--- src/rtl/bexkat_regfile_pkg.sv ---
// Shared register-file types for the write-port arbiter and its users.
package bexkat_regfile_pkg;

    localparam int REG_AW  = 5;
    localparam int REG_DW  = 16;
    localparam int REG_NUM = 32;

    typedef logic [REG_AW-1:0] reg_addr_t;
    typedef logic [REG_DW-1:0] reg_data_t;

    typedef struct packed {
        reg_addr_t addr;
        reg_data_t data;
    } wr_req_t;

endpackage

--- src/rtl/regfile_rr_pick.sv ---
// Combinational round-robin picker: first set bit of req at or after ptr, wrapping mod NREQ.
module regfile_rr_pick #(
    parameter int NREQ = 4,
    parameter int PW   = $clog2(NREQ)
) (
    input  logic [NREQ-1:0] req,
    input  logic [PW-1:0]   ptr,
    output logic [NREQ-1:0] grant,
    output logic [PW-1:0]   idx,
    output logic            any
);

    logic [PW:0]   sum;
    logic [PW-1:0] j;

    always_comb begin
        grant = '0;
        idx   = '0;
        any   = 1'b0;
        sum   = '0;
        j     = '0;
        for (int k = 0; k < NREQ; k++) begin
            // explicit wrap keeps non-power-of-2 NREQ in range
            sum = {1'b0, ptr} + (PW+1)'(k);
            if (sum >= (PW+1)'(NREQ))
                sum = sum - (PW+1)'(NREQ);
            j = sum[PW-1:0];
            if (!any && req[j]) begin
                any      = 1'b1;
                grant[j] = 1'b1;
                idx      = j;
            end
        end
    end

endmodule

--- src/rtl/regfile_write_arbiter.sv ---
// Round-robin share of the register-file write port among NREQ producers, one registered write per cycle.
// Build option: REGFILE_ARB_R0_DISCARD_EN drops accepted writes to register 0.
module regfile_write_arbiter
    import bexkat_regfile_pkg::*;
#(
    parameter int NREQ = 4,
    parameter int AW   = REG_AW,
    parameter int DW   = REG_DW,
    parameter int CNTW = 16
) (
    input  logic             clk,
    input  logic             rst,
    input  logic [NREQ-1:0]    req_valid,
    input  logic [NREQ*AW-1:0] req_addr,
    input  logic [NREQ*DW-1:0] req_data,
    output logic [NREQ-1:0]    req_ready,
    input  logic             stall,
    output logic [AW-1:0]    write_addr,
    output logic [DW-1:0]    write_data,
    output logic             write_en,
    output logic             pend_valid,
    output logic [AW-1:0]    pend_addr,
    output logic [CNTW-1:0]  conflict_cnt
);

    localparam int PW = $clog2(NREQ);

    logic [PW-1:0]   rr_ptr;
    logic [NREQ-1:0] req_elig;
    logic [NREQ-1:0] grant;
    logic [PW-1:0]   win_idx;
    logic            accept;
    logic [AW-1:0]   win_addr;
    logic [DW-1:0]   win_data;
    logic            wr_fire;
    logic            multi_req;

    assign req_elig = (rst || stall) ? '0 : req_valid;

    regfile_rr_pick #(.NREQ(NREQ), .PW(PW)) u_pick (
        .req   (req_elig),
        .ptr   (rr_ptr),
        .grant (grant),
        .idx   (win_idx),
        .any   (accept)
    );

    assign req_ready = grant;
    assign win_addr  = req_addr[win_idx*AW +: AW];
    assign win_data  = req_data[win_idx*DW +: DW];

`ifdef REGFILE_ARB_R0_DISCARD_EN
    // r0 writes are handshaken away but never reach the port
    assign wr_fire = accept && (win_addr != '0);
`else
    assign wr_fire = accept;
`endif

    // x & (x-1) is nonzero iff at least two bits are set
    assign multi_req = |(req_valid & (req_valid - 1'b1));

    always_ff @(posedge clk) begin
        if (rst) begin
            rr_ptr       <= '0;
            write_en     <= 1'b0;
            write_addr   <= '0;
            write_data   <= '0;
            conflict_cnt <= '0;
        end else begin
            write_en <= wr_fire;
            if (wr_fire) begin
                write_addr <= win_addr;
                write_data <= win_data;
            end
            if (accept)
                rr_ptr <= (win_idx == PW'(NREQ-1)) ? '0 : win_idx + 1'b1;
            if (multi_req && (conflict_cnt != '1))
                conflict_cnt <= conflict_cnt + 1'b1;
        end
    end

    assign pend_valid = write_en;
    assign pend_addr  = write_addr;

endmodule

--- config.mk ---
export PLATFORM = sky130hd
export DESIGN_NAME = regfile_write_arbiter
export DESIGN_NICKNAME = d
export VERILOG_FILES = /design/src/rtl/bexkat_regfile_pkg.sv /design/src/rtl/regfile_rr_pick.sv /design/src/rtl/regfile_write_arbiter.sv
export SDC_FILE = /design/constraint.sdc
export NUM_CORES = 1
export LEC_CHECK = 0
export BUFFER_PORTS_ARGS = -buffer_cell sky130_fd_sc_hd__buf_2
export CAP_MARGIN = 15
export CORE_MARGIN = 2
export CORE_UTILIZATION = 46
export DETAILED_ROUTE_END_ITERATION = 16
export GPL_TIMING_DRIVEN = 0
export HOLD_SLACK_MARGIN = 0.15
export PLACE_DENSITY = 0.81
export SLEW_MARGIN = 25
export SYNTH_ARGS = -nofsm -noshare
export SYNTH_HDL_FRONTEND = slang
export SYNTH_HIERARCHICAL = 1
export SYNTH_SLANG_ARGS = --single-unit
--- constraint.sdc ---
create_clock -name clk -period 3.72 [get_ports clk]
set_input_delay 0 -clock clk [delete_from_list [all_inputs] [get_ports clk]]
set_output_delay 0 -clock clk [all_outputs]
set_load 0.03 [all_outputs]
==> results by group <==
GRT
  – Gr ovfl total: 0
  – First-pass GRT wire length: 11480 µm
  – Global-route total usage across every layer: 22.54%
  – Maximum number of pins on one net before global-route repair: 14
  – Vias in the first global route: 2561
  – Antenna violations before repair: 0

Layout
  – Non-Filler Instances: 490
  – Ant diodes: 0
  – Area growth from synthesis to final layout: 32.69%
  – Fin area: 3641 µm²
  – Fillcell total: 500
  – Ratio of cells with drive above 1 in the final layout: 47.23%
  – Post-layout net count: 512

Pwr
  – Leakage power total: 1.654 nW
  – Peak supply drop: 0.0003733 V
  – Total chip power: 2.345 mW
  – Pwr Density: 644.0 nW/µm²

Setup path
  – Reg-to-reg critical path startpoint: rr_ptr[1]
  – Startpoint-to-endpoint class of the critical path: flip-flop to flip-flop
  – Worst setup path startpoint: rr_ptr[1]
  – Type of origin of the critical path: flip-flop
  – Path length in cells of the critical path: 11
  – Master of the slowest instance on the critical path: sky130_fd_sc_hd__mux4_2
  – Maximum fanout along the worst path: 10
  – Arrival @ worst endpoint: 3.63 ns
  – Element type at the critical path end: flip-flop
  – Slowest cell delay on critical path: 0.55 ns
  – Cell-by-cell listing of the critical path: inv_1 -> ha_1 -> mux4_2 -> buf_6 -> and2b_2 -> o21ai_0 -> o31ai_2 -> buf_2 -> mux4_2 -> mux2i_1 -> nor2_1
  – Last element of the critical path: pend_addr[3]
  – Data required time at the worst endpoint: 3.89 ns
  – Reg-to-Reg End: pend_addr[3]
  – Number of buffer and inverter instances along the worst setup path: 3
  – Worst reg-to-reg setup slack: 0.25 ns
  – Dominant delay contributor by cell family on the critical path: multiplexers
  – Most frequent CP cell: sky130_fd_sc_hd__mux4_2
  – Cells on worst reg2reg path: 11

Clock tree
  – Clock buffers created by TritonCTS: 5
  – Number of levels the H-tree was split into: 2
  – TritonCTS clock tree: yes
  – Clock insertion delay at the later pin of the skew report: 0.29 ns
  – Register clock-pin slew on the reported worst setup and hold paths: 0.08 ns
  – Buffer levels on the longest clock path: 2
  – Buffer type at the clock tree root: sky130_fd_sc_hd__clkbuf_8
  – Number of clock sinks: 40

Floorplan
  – Number of I/O pins: 139
  – Site row count: 28
  – Initial standard-cell utilization of the core: 46.90%
  – Vert. Die Dim: 81.24 µm
  – Core region area: 5851 µm²
  – Die extent in x: 81.24 µm
  – Die footprint: 6599 µm²

STA
  – # setup viols final: 0
  – Remaining max-slew budget at the tightest pin: 52.70%
  – Clock skew: 0.005108 ns
  – Worst Max-Slew Pin Slew: 0.7095 ns
  – Number of failing hold endpoints at the final stage: 0
  – Final-report max-slew violation count: 0
  – Worst hold slack: 0.1547 ns
  – Max Clock Freq: 0.2885 GHz
  – RSZ-0062 raised after global routing: false
  – Final worst-path setup slack: 0.2535 ns
  – Tcrit/Tclk final: 93.18%
  – Post-route minimum period: 3.466 ns

Yosys
  – Synth Area per Inst: 10.24 µm²
  – Synthesis Warnings: 6
  – Post-synthesis xor/xnor area fraction: 0%
  – Post-synthesis cell count: 268
  – Number of distinct standard cells referenced by the synthesized netlist: 45
  – Most frequent cell after synthesis: sky130_fd_sc_hd__dfxtp_1
  – Combinational family with the most area after synthesis: multiplexers
  – Commonest cells in the netlist: sky130_fd_sc_hd__dfxtp_1 (40), sky130_fd_sc_hd__nor2_1 (37), sky130_fd_sc_hd__mux2i_1 (25)
  – Compound-gate portion of the synthesized area: 9.667%
  – Most area-consuming cells after synthesis: sky130_fd_sc_hd__dfxtp_1 (29%), sky130_fd_sc_hd__mux4_2 (19%), sky130_fd_sc_hd__mux2i_1 (9.1%), sky130_fd_sc_hd__nor2_1 (5.1%), sky130_fd_sc_hd__mux2_2 (3.3%)
  – Area of the mapped netlist: 2744 µm²
  – Adder-Cell Fraction of Synth Area: 3.192%
  – Sequential area share after synthesis: 29.18%
  – Mux share of post-synthesis cell area: 33.61%
  – Asr flop ratio synth: 0%
  – Net count of the mapped netlist: 366
  – Post-synth top area share: 29.18%
  – Yosys reg bits: 40
  – Biggest area consumer among synthesized cells: sky130_fd_sc_hd__dfxtp_1
  – Fraction of the mapped netlist area in simple logic gates: 18.51%
  – Main flop type after synthesis: sky130_fd_sc_hd__dfxtp_1
  – Number of enable flip-flop cells after synthesis: 0

Detailed routing
  – Vias/cell: 5.533
  – Iter 0 DRT Violations: 95
  – Number of optimization iterations in the first detailed-route pass: 4
  – WL final: 7514 µm
  – Via count: 2711
  – Antenna Violating Nets Remaining: 0
  – Average wire per cell in the routed design: 15.33 µm
  – Drt drc: 0

Placement
  – DP Cell Count: 481
  – Port-buffer cells: 138
  – Placer congestion estimate: 0.8766
  – Cell area after placement: 3528 µm²
  – HPWL after detailed placement: 5942 µm
  – Minimum setup slack after placement: -0.3703 ns

Run status
  – Run status: finished, final reports clean

Flow run
  – Max capacitance violation total: 0

Worst hold path
  – Worst hold path class: input pin to flip-flop
-- tightest hold or removal path: stages --
cell and delay, ns:
sky130_fd_sc_hd__buf_2 0.07, sky130_fd_sc_hd__mux4_2 0.21, sky130_fd_sc_hd__mux2i_1 0.06, sky130_fd_sc_hd__nor2_1 0.07
-- cell families (layout without fill, tap and decap cells) --
family                     Yosys count  count (layout)
buffers and inverters               30             177
muxes                               59              59
AOI/OAI and AO/OA                   39              39
and+or+nand+nor                     93              93
adders and majority gates            7               7
DFF                                 40              40
-- final cells by class --
class | instances | area, µm² | share of cell area [%]
timing repair buffer | 139 | 700.7 | 19.24
buffer | 24 | 137.6 | 3.780
inverter | 6 | 22.52 | 0.6186
sequential | 40 | 800.8 | 21.99
clock buffer | 6 | 82.58 | 2.268
multi-input combinational | 198 | 1788 | 49.11
clock inverter | 2 | 15.01 | 0.4124
tap | 75 | 93.84 | 2.577
-- per-stage QoR --
| stage | util (%) | TNS [ns] |
|---|---|---|
| after detailed placement | 60.31 | -6.706 |
| after CTS | 62.23 | 0 |
| after floorplan | - | 0 |
| final | 62.23 | 0 |
| after global placement | 60.31 | -4.355 |
| after global routing | 62.23 | 0 |
-- registers in the layout, summed over array words and instances, names as in the netlist --
| register | cells |
|---|---|
| conflict_cnt | 16 |
| pend_valid | 1 |
| write_data | 16 |
| rr_ptr | 2 |
| pend_addr | 5 |
-- report_power, final --
part           internal, mW  total (mW)  switching (mW)
clock                 0.150       0.306           0.156
combinational         0.593        1.40           0.807
sequential            0.556       0.639          0.0831
total                  1.30        2.34            1.05
-- worst min path at each step --
stage / slack (ns) / endpoint / depth (start not counted) / from
6_report: 0.15 / write_data[2] / 4 / req_data[34]
5_1_grt: 0.16 / write_data[4] / 4 / req_data[52]
4_1_cts: 0.15 / write_data[5] / 4 / req_data[37]
3_5_place_dp: 0.38 / conflict_cnt[13] / 3 / rst
3_3_place_gp: 0.38 / conflict_cnt[13] / 3 / rst
2_1_floorplan: 0.23 / conflict_cnt[13] / 2 / rst
-- routing by layer --
layer / global-route usage (%) / up-vias / share of wire (%)
li1: - / 1316 / -
met1: 29.04 / 1294 / 43
met2: 38.35 / 91 / 51
met3: 3.444 / 10 / 4.3
met4: 8.136 / 0 / 1.6
met5: 0 / - / 0
-- layout by cell type (no fill, tap or decap), types with 2 or more instances in the layout --
| cell type | Yosys | final |
|---|---|---|
| sky130_fd_sc_hd__nor4_1 | 5 | 5 |
| sky130_fd_sc_hd__inv_1 | 6 | 6 |
| sky130_fd_sc_hd__buf_4 | 6 | 6 |
| sky130_fd_sc_hd__nand4_1 | 3 | 3 |
| sky130_fd_sc_hd__or4_2 | 3 | 3 |
| sky130_fd_sc_hd__clkbuf_8 | 0 | 6 |
| sky130_fd_sc_hd__nand2_1 | 5 | 5 |
| sky130_fd_sc_hd__and4_1 | 2 | 2 |
| sky130_fd_sc_hd__buf_2 | 2 | 140 |
| sky130_fd_sc_hd__nor2b_1 | 9 | 9 |
| sky130_fd_sc_hd__or3_1 | 2 | 2 |
| sky130_fd_sc_hd__buf_6 | 3 | 3 |
| sky130_fd_sc_hd__a21oi_1 | 7 | 7 |
| sky130_fd_sc_hd__ha_1 | 7 | 7 |
| sky130_fd_sc_hd__o211ai_1 | 3 | 3 |
| sky130_fd_sc_hd__clkbuf_1 | 12 | 12 |
| sky130_fd_sc_hd__mux4_1 | 2 | 2 |
| sky130_fd_sc_hd__nor3_1 | 3 | 3 |
| sky130_fd_sc_hd__o21ai_0 | 8 | 8 |
| sky130_fd_sc_hd__nand2b_1 | 2 | 2 |
| sky130_fd_sc_hd__and2_1 | 5 | 5 |
| sky130_fd_sc_hd__o31ai_1 | 5 | 4 |
| sky130_fd_sc_hd__mux4_2 | 23 | 23 |
| sky130_fd_sc_hd__mux2_2 | 8 | 8 |
| sky130_fd_sc_hd__clkinvlp_4 | 0 | 2 |
| sky130_fd_sc_hd__nand3_1 | 7 | 7 |
| sky130_fd_sc_hd__a22oi_1 | 8 | 8 |
| sky130_fd_sc_hd__nor2_1 | 37 | 37 |
| sky130_fd_sc_hd__mux2i_1 | 25 | 25 |
| sky130_fd_sc_hd__or4_1 | 3 | 3 |
| sky130_fd_sc_hd__a211o_1 | 2 | 2 |
| sky130_fd_sc_hd__dfxtp_1 | 40 | 40 |
-- what timing repair did --
action                                  4_1_cts  5_1_grt
hold buffers                                  1        0
endpoints found under the hold margin         2        0
gates resized for setup                       1        0
endpoints found under the setup margin       19        0
setup buffers                                 0        0
Note: power is estimated with default switching activity, not from simulation.
